**src/rtl/avl_slv_mch_intf_pkg.sv**
```systemverilog
// Shared definitions for the Avalon-MM to multi-channel up-bus bridge:
// response codes, FSM state encodings and width helpers.
package avl_slv_mch_intf_pkg;

    typedef logic [1:0] avl_resp_t;

    localparam avl_resp_t AVL_RESP_OKAY   = 2'b00;
    localparam avl_resp_t AVL_RESP_SLVERR = 2'b10;
    localparam avl_resp_t AVL_RESP_DECERR = 2'b11;

    localparam logic [1:0] ST_IDLE   = 2'd0;
    localparam logic [1:0] ST_ACCESS = 2'd1;
    localparam logic [1:0] ST_RESP   = 2'd2;

    // Channel field needs at least one bit even with a single channel.
    function automatic int fclog2(input int n);
        return (n <= 2) ? 1 : $clog2(n);
    endfunction

endpackage

```
**src/rtl/avl_slv_mch_intf_acc_tmo_cnt.sv**
```systemverilog
// Access timeout counter: counts ACCESS cycles, flags terminal count at all-ones.
module avl_slv_mch_intf_acc_tmo_cnt #(
    parameter int TIMEOUT_W = 8
) (
    input  logic clk,
    input  logic rst,
    input  logic clr_i,
    input  logic en_i,
    output logic tc_o
);

    logic [TIMEOUT_W-1:0] cnt_q;

    always_ff @(posedge clk or posedge rst) begin
        if (rst) begin
            cnt_q <= '0;
        end else if (clr_i) begin
            cnt_q <= '0;
        end else if (en_i) begin
            cnt_q <= cnt_q + TIMEOUT_W'(1);
        end
    end

    assign tc_o = &cnt_q;

endmodule

```
**src/rtl/avl_slv_mch_intf.sv**
```systemverilog
// Avalon-MM slave bridging to N up-bus channels sharing address/data/strobes,
// with per-channel enables, access timeout (SLVERR) and decode miss (DECODEERROR).
module avl_slv_mch_intf
    import avl_slv_mch_intf_pkg::*;
#(
    parameter int    AVL_ADDR     = 32,
    parameter int    AVL_DATW     = 32,
    parameter int    AVL_BYTEENW  = AVL_DATW / 8,
    parameter string AVL_ADDRUNIT = "SYMBOL",
    parameter int    N_CH         = 4,
    parameter int    CH_SEL_LSB   = 8,
    parameter int    CH_SEL_W     = fclog2(N_CH),
    parameter int    TIMEOUT_W    = 8,
    parameter logic [AVL_DATW-1:0] TIMEOUT_D = 32'hCAFE_CAFE,
    localparam int   ADDR_ALIGN   = (AVL_ADDRUNIT == "SYMBOL") ? $clog2(AVL_BYTEENW) : 0,
    localparam int   G_CPUA       = AVL_ADDR - ADDR_ALIGN
) (
    input  logic                     clk,
    input  logic                     rst,
    input  logic [AVL_ADDR-1:0]      aslv_addr,
    input  logic                     aslv_wr,
    input  logic                     aslv_rd,
    input  logic [AVL_BYTEENW-1:0]   aslv_byteena,
    input  logic [AVL_DATW-1:0]      aslv_wrdat,
    output logic [AVL_DATW-1:0]      aslv_rddat,
    output logic                     aslv_rddatvld,
    output logic                     aslv_wrrespvld,
    output logic [1:0]               aslv_resp,
    output logic                     aslv_waitreq,
    output logic [G_CPUA-1:0]        upa,
    output logic [AVL_BYTEENW-1:0]   upbe,
    output logic [AVL_DATW-1:0]      updi,
    output logic [N_CH-1:0]          upen,
    output logic                     upws,
    output logic                     uprs,
    input  logic [N_CH*AVL_DATW-1:0] updo,
    input  logic [N_CH-1:0]          uprdy,
    output logic                     tmo_evt
);

    logic [1:0]             state_q, state_d;
    logic [CH_SEL_W-1:0]    ch_q, ch_d;
    logic                   wr_q, wr_d;
    logic [G_CPUA-1:0]      upa_q, upa_d;
    logic [AVL_BYTEENW-1:0] upbe_q, upbe_d;
    logic [AVL_DATW-1:0]    updi_q, updi_d;
    logic [AVL_DATW-1:0]    rddat_q, rddat_d;
    logic [N_CH-1:0]        upen_q, upen_d;
    logic                   upws_q, upws_d, uprs_q, uprs_d;
    logic                   rddatvld_q, rddatvld_d, wrrespvld_q, wrrespvld_d;
    logic                   tmo_q, tmo_d;
    avl_resp_t              resp_q, resp_d;

    logic [G_CPUA-1:0]      word_addr;
    logic [CH_SEL_W-1:0]    ch_in;
    logic [N_CH-1:0]        ch_onehot;
    logic [AVL_DATW-1:0]    do_sel;
    logic                   ch_hit, req, rdy_sel, tmo_tc, cnt_clr, cnt_en;
    logic                   unused_addr;

    assign word_addr   = aslv_addr[AVL_ADDR-1:ADDR_ALIGN];
    assign unused_addr = ^aslv_addr;
    assign ch_in       = word_addr[CH_SEL_LSB +: CH_SEL_W];
    assign ch_hit      = {1'b0, ch_in} < (CH_SEL_W + 1)'(N_CH);
    assign req         = aslv_wr | aslv_rd;

    // Only the latched channel's ready/data are visible to the FSM.
    always_comb begin
        rdy_sel   = 1'b0;
        do_sel    = '0;
        ch_onehot = '0;
        for (int k = 0; k < N_CH; k++) begin
            ch_onehot[k] = (ch_in == CH_SEL_W'(k));
            if (ch_q == CH_SEL_W'(k)) begin
                rdy_sel = uprdy[k];
                do_sel  = updo[k*AVL_DATW +: AVL_DATW];
            end
        end
    end

    // Counting starts on the accepting edge so ACCESS cycle k sees count k.
    assign cnt_en  = ((state_q == ST_IDLE) && req && ch_hit) || (state_q == ST_ACCESS);
    assign cnt_clr = (state_q == ST_RESP);

    avl_slv_mch_intf_acc_tmo_cnt #(
        .TIMEOUT_W (TIMEOUT_W)
    ) u_tmo_cnt (
        .clk   (clk),
        .rst   (rst),
        .clr_i (cnt_clr),
        .en_i  (cnt_en),
        .tc_o  (tmo_tc)
    );

    always_comb begin
        state_d     = state_q;
        ch_d        = ch_q;
        wr_d        = wr_q;
        upa_d       = upa_q;
        upbe_d      = upbe_q;
        updi_d      = updi_q;
        rddat_d     = rddat_q;
        resp_d      = resp_q;
        upen_d      = upen_q;
        upws_d      = 1'b0;
        uprs_d      = 1'b0;
        rddatvld_d  = 1'b0;
        wrrespvld_d = 1'b0;
        tmo_d       = 1'b0;
        case (state_q)
            ST_IDLE: begin
                if (req) begin
                    upa_d  = word_addr;
                    upbe_d = aslv_byteena;
                    ch_d   = ch_in;
                    wr_d   = aslv_wr;
                    if (aslv_wr) begin
                        updi_d = aslv_wrdat;
                    end
                    if (ch_hit) begin
                        upen_d  = ch_onehot;
                        upws_d  = aslv_wr;
                        uprs_d  = ~aslv_wr;
                        state_d = ST_ACCESS;
                    end else begin
                        resp_d      = AVL_RESP_DECERR;
                        rddat_d     = '0;
                        rddatvld_d  = ~aslv_wr;
                        wrrespvld_d = aslv_wr;
                        state_d     = ST_RESP;
                    end
                end
            end
            ST_ACCESS: begin
                if (rdy_sel) begin
                    rddat_d     = wr_q ? '0 : do_sel;
                    resp_d      = AVL_RESP_OKAY;
                    rddatvld_d  = ~wr_q;
                    wrrespvld_d = wr_q;
                    state_d     = ST_RESP;
                end else if (tmo_tc) begin
                    rddat_d     = wr_q ? '0 : TIMEOUT_D;
                    resp_d      = AVL_RESP_SLVERR;
                    tmo_d       = 1'b1;
                    rddatvld_d  = ~wr_q;
                    wrrespvld_d = wr_q;
                    state_d     = ST_RESP;
                end
            end
            ST_RESP: begin
                upen_d  = '0;
                state_d = ST_IDLE;
            end
            default: begin
                upen_d  = '0;
                state_d = ST_IDLE;
            end
        endcase
    end

    always_ff @(posedge clk or posedge rst) begin
        if (rst) begin
            state_q     <= ST_IDLE;
            ch_q        <= '0;
            wr_q        <= 1'b0;
            upa_q       <= '0;
            upbe_q      <= '0;
            updi_q      <= '0;
            rddat_q     <= '0;
            resp_q      <= AVL_RESP_OKAY;
            upen_q      <= '0;
            upws_q      <= 1'b0;
            uprs_q      <= 1'b0;
            rddatvld_q  <= 1'b0;
            wrrespvld_q <= 1'b0;
            tmo_q       <= 1'b0;
        end else begin
            state_q     <= state_d;
            ch_q        <= ch_d;
            wr_q        <= wr_d;
            upa_q       <= upa_d;
            upbe_q      <= upbe_d;
            updi_q      <= updi_d;
            rddat_q     <= rddat_d;
            resp_q      <= resp_d;
            upen_q      <= upen_d;
            upws_q      <= upws_d;
            uprs_q      <= uprs_d;
            rddatvld_q  <= rddatvld_d;
            wrrespvld_q <= wrrespvld_d;
            tmo_q       <= tmo_d;
        end
    end

    // waitreq is forced low during reset so every output reads 0 under rst.
    assign aslv_waitreq   = ~rst & (((state_q == ST_IDLE) & req) | (state_q == ST_ACCESS));
    assign aslv_rddat     = rddat_q;
    assign aslv_resp      = resp_q;
    assign aslv_rddatvld  = rddatvld_q;
    assign aslv_wrrespvld = wrrespvld_q;
    assign upa            = upa_q;
    assign upbe           = upbe_q;
    assign updi           = updi_q;
    assign upen           = upen_q;
    assign upws           = upws_q;
    assign uprs           = uprs_q;
    assign tmo_evt        = tmo_q;

endmodule

```
**config.mk**
```make
export PLATFORM = sky130hd
export DESIGN_NAME = avl_slv_mch_intf
export DESIGN_NICKNAME = d
export VERILOG_FILES = /design/src/rtl/avl_slv_mch_intf_pkg.sv /design/src/rtl/avl_slv_mch_intf_acc_tmo_cnt.sv /design/src/rtl/avl_slv_mch_intf.sv
export SDC_FILE = /design/constraint.sdc
export NUM_CORES = 1
export LEC_CHECK = 0
export BUFFER_PORTS_ARGS = -buffer_cell sky130_fd_sc_hd__buf_2
export CORE_ASPECT_RATIO = 0.5
export CORE_UTILIZATION = 45
export CTS_CLUSTER_DIAMETER = 50
export CTS_CLUSTER_SIZE = 30
export DETAILED_ROUTE_END_ITERATION = 7
export GPL_TIMING_DRIVEN = 0
export PLACE_DENSITY = 0.81
export SKIP_LAST_GASP = 1
export SYNTH_ARGS = -nofsm -noshare
export SYNTH_HDL_FRONTEND = slang
export SYNTH_SLANG_ARGS = --single-unit
export TNS_END_PERCENT = 100
```
**constraint.sdc**
```tcl
create_clock -name clk -period 5.1 [get_ports clk]
set_input_delay 0.765 -clock clk [delete_from_list [all_inputs] [get_ports clk]]
set_output_delay 0.765 -clock clk [all_outputs]
set_load 0.02 [all_outputs]
```
==> impl_metrics.py <==
metrics = {
    "clock_tree": {
        "cts_tree": "done",
        "clockBufferDepth": 2,
        "clock_latency_ns": 0.40,
        "cts_root_buf": "clkbuf_16",
        "holdBufCountCts": 0,
        "postCtsSetupRepairBufs": 0,
        "cts-resized-gates": 0,
        "clk_pin_slew_ns": 0.06,
        "htreeDepth": 4,
        "cts_buffers": 17,
        "clock_sink_count": 119,
    },
    "grt": {
        "gr-usage-all-layers": 0.253,
        "grt_max_degree": 64,
        "grt_antenna_before_repair": 0,
        "grt_overflow": 0,
        "grt_pass1_wl_um": 25500,
        "grt_pass1_vias": 5093,
    },
    "detailed_routing": {
        "dr.pass1.iters": 4,
        "drt_iter0_markers": 344,
        "routed_wl_um": 16600,
        "via_per_inst": 5.06,
        "vias": 4988,
        "wl_per_cell_um": 16.8,
        "detail-route-antenna-nets": 0,
        "drc": 0,
    },
    "worst_setup_path": {
        "r2r-start": "upa[9]",
        "path_class": "in2out",
        "r2r_end": "aslv_rddat[13]",
        "cp-start-kind": "input port",
        "worstPathArrival_ns": 1.89,
        "worstSetupEndpointType": "primary output",
        "critPathRequiredTime_ns": 4.34,
        "rr_worst_depth": 6,
        "worstPathMaxFanout": 9,
        "reg2reg_slack_ns": 2.59,
    },
    "cells_and_area": {
        "areaGrowthSynthToFinish_pct": 42.2,
        "final_layout_size_suffix_gt1_frac": 0.537,
        "final_common_cell": "buf_2",
        "final_area_um2": 8080,
        "antennaDiodeCount": 0,
        "final_cell_mix": "buf_2, dfrtp_1, nand2_1, mux2_2, mux4_2",
        "nets": 1013,
        "fillers": 947,
    },
    "timing": {
        "post-route-period-util": 0.522,
        "fin_hold_ws_ns": 0.439,
        "worstMarginPinSlew_ns": 0.894,
        "relSlewSlack": 0.400,
        "period_needed_ns": 2.66,
        "grt_setup_unrepaired": "false",
        "hold_violations": 0,
        "fmax_ghz": 0.376,
        "fin_skew_ns": 0.00876,
        "setup_viol": 0,
        "fin_tns_setup_ns": 0,
        "maxSlewViolCount": 0,
    },
    "power_and_ir_drop": {
        "peakVddDrop_uv": 378,
        "swShare": 0.412,
        "combPwrFrac": 0.487,
        "power.switching_mw": 2.31,
        "cellPowerDensity_nw_per_um2": 692,
        "fin_total_pwr_mw": 5.59,
        "p_leak_nw": 4.23,
        "pwr-share-clk": 0.223,
        "seqPwrFrac": 0.290,
        "p_int_mw": 3.29,
    },
    "floorplan": {
        "rows": 28,
        "start_util": 0.472,
        "die_y_um": 81.5,
        "num_io_pins": 314,
        "die_area_um2": 13100,
        "design.core.area_um2": 12100,
        "die_x_um": 161,
    },
    "synthesis": {
        "ys_types": 33,
        "syn_inst": 478,
        "ys.flop_type": "dfrtp_1",
        "syn-num-nets": 683,
        "synth_warnings": 0,
        "syn_area_um2": 5680,
        "seq_area_frac_synth": 0.524,
        "ys_ff_latch": 119,
        "synth_edf_count": 0,
        "async_reset_ff_frac": 1.00,
        "syn_avg_cell_area_um2": 11.9,
    },
    "placed_design": {
        "placed_cell_area_um2": 7470,
        "portBuffers": 310,
        "place_congestion": 0.838,
        "dpl.hpwl_um": 12400,
    },
    "run": {
        "maxCapViolations": 0,
    },
    "worst_hold_path": {
        "hold_class": "in2async",
    },
    "status": {
        "status": "finished, final reports clean",
    },
}
sequential cells by signal, indices dropped and copies added (netlist names):
register,cells
aslv_rddat,32
aslv_rddatvld,1
aslv_resp,1
aslv_wrrespvld,1
ch_q,1
state_q,2
tmo_evt,1
u_tmo_cnt.cnt_q,8
upa,29
upbe,4
updi,32
upen,4
uprs,1
upws,1
wr_q,1
synthesized netlist by cell type, drive strengths merged, types with 3 or more instances:
cell	n	area, um2
nand2	106	398
a21oi	26	130
nor4b	4	35.0
nor2b	3	18.8
clkbuf	18	67.6
xnor2	6	52.6
nand4b	10	87.6
mux2	54	672
dfrtp	119	2980
mux4	33	743
nor3	5	25.0
nor2	13	48.8
o21ai	14	70.1
buf	16	106
inv	33	124
per-layer routing:
layer / up-vias / share of wire / track usage
li1: 2306 / - / -
met1: 2450 / 0.42 / 0.323
met2: 195 / 0.51 / 0.430
met3: 37 / 0.047 / 0.0545
met4: 0 / 0.021 / 0.103
met5: - / 0 / 0
cell families (layout without fill, tap and decap cells):
group	after synthesis	in the layout	share of synthesized area
AO/OA/AOI/OAI	46	46	0.0440
XOR/XNOR	6	6	0.00924
adder cells (fa/ha/maj)	1	1	0.00220
buffers and inverters	67	410	0.0524
flip-flops	119	119	0.524
multiplexers	87	87	0.249
other	1	1	0.000660
AND/OR/NAND/NOR	151	151	0.119
layout make-up:
| cell class | instances | area (um2) | share of cell area |
|---|---|---|---|
| sequential | 119 | 2980 | 0.368 |
| multi-input combinational | 292 | 2410 | 0.298 |
| timing repair buffer | 311 | 1580 | 0.195 |
| clock buffer | 17 | 425 | 0.0526 |
| tap | 165 | 206 | 0.0255 |
| clock inverter | 15 | 181 | 0.0224 |
| buffer | 34 | 174 | 0.0215 |
| inverter | 33 | 129 | 0.0159 |
power groups by stage:
| stage | Sequential [mW] | Combinational (mW) | Clock (mW) |
|---|---|---|---|
| global placement | 1.61 | 2.66 | 0 |
| detailed placement | 1.63 | 2.73 | 0 |
| CTS | 1.62 | 2.74 | 1.26 |
| floorplan | 2.12 | 1.38 | 0 |
| global route | 1.67 | 2.94 | 1.30 |
| finish | 1.62 | 2.72 | 1.24 |
critical path: stages:
cell,delay (ns)
buf_2,0.12
nor3_1,0.72
nor3_1,0.09
buf_2,0.20
through the flow:
| stage | std cells | setup WS, ns | util |
|---|---|---|---|
| after floorplan | 478 | 1.18 | - |
| after global placement | 953 | -0.176 | 0.618 |
| after detailed placement | 954 | 2.47 | 0.620 |
| after CTS | 986 | 2.43 | 0.671 |
| after global routing | 986 | 2.32 | 0.671 |
| final | 986 | 2.44 | 0.671 |
worst max path at each step:
stage,startpoint,to,slack (ns),cells after the start
5_1_grt,state_q[0],aslv_waitreq,2.32,3
4_1_cts,aslv_rd,aslv_waitreq,2.43,4
6_report,aslv_rd,aslv_waitreq,2.44,4
2_1_floorplan,rst,aslv_rddat[0],1.18,1
3_5_place_dp,aslv_rd,aslv_waitreq,2.47,4
3_3_place_gp,rst,updi[22],-0.18,2
No activity file was read; power rests on OpenSTA's default activity.
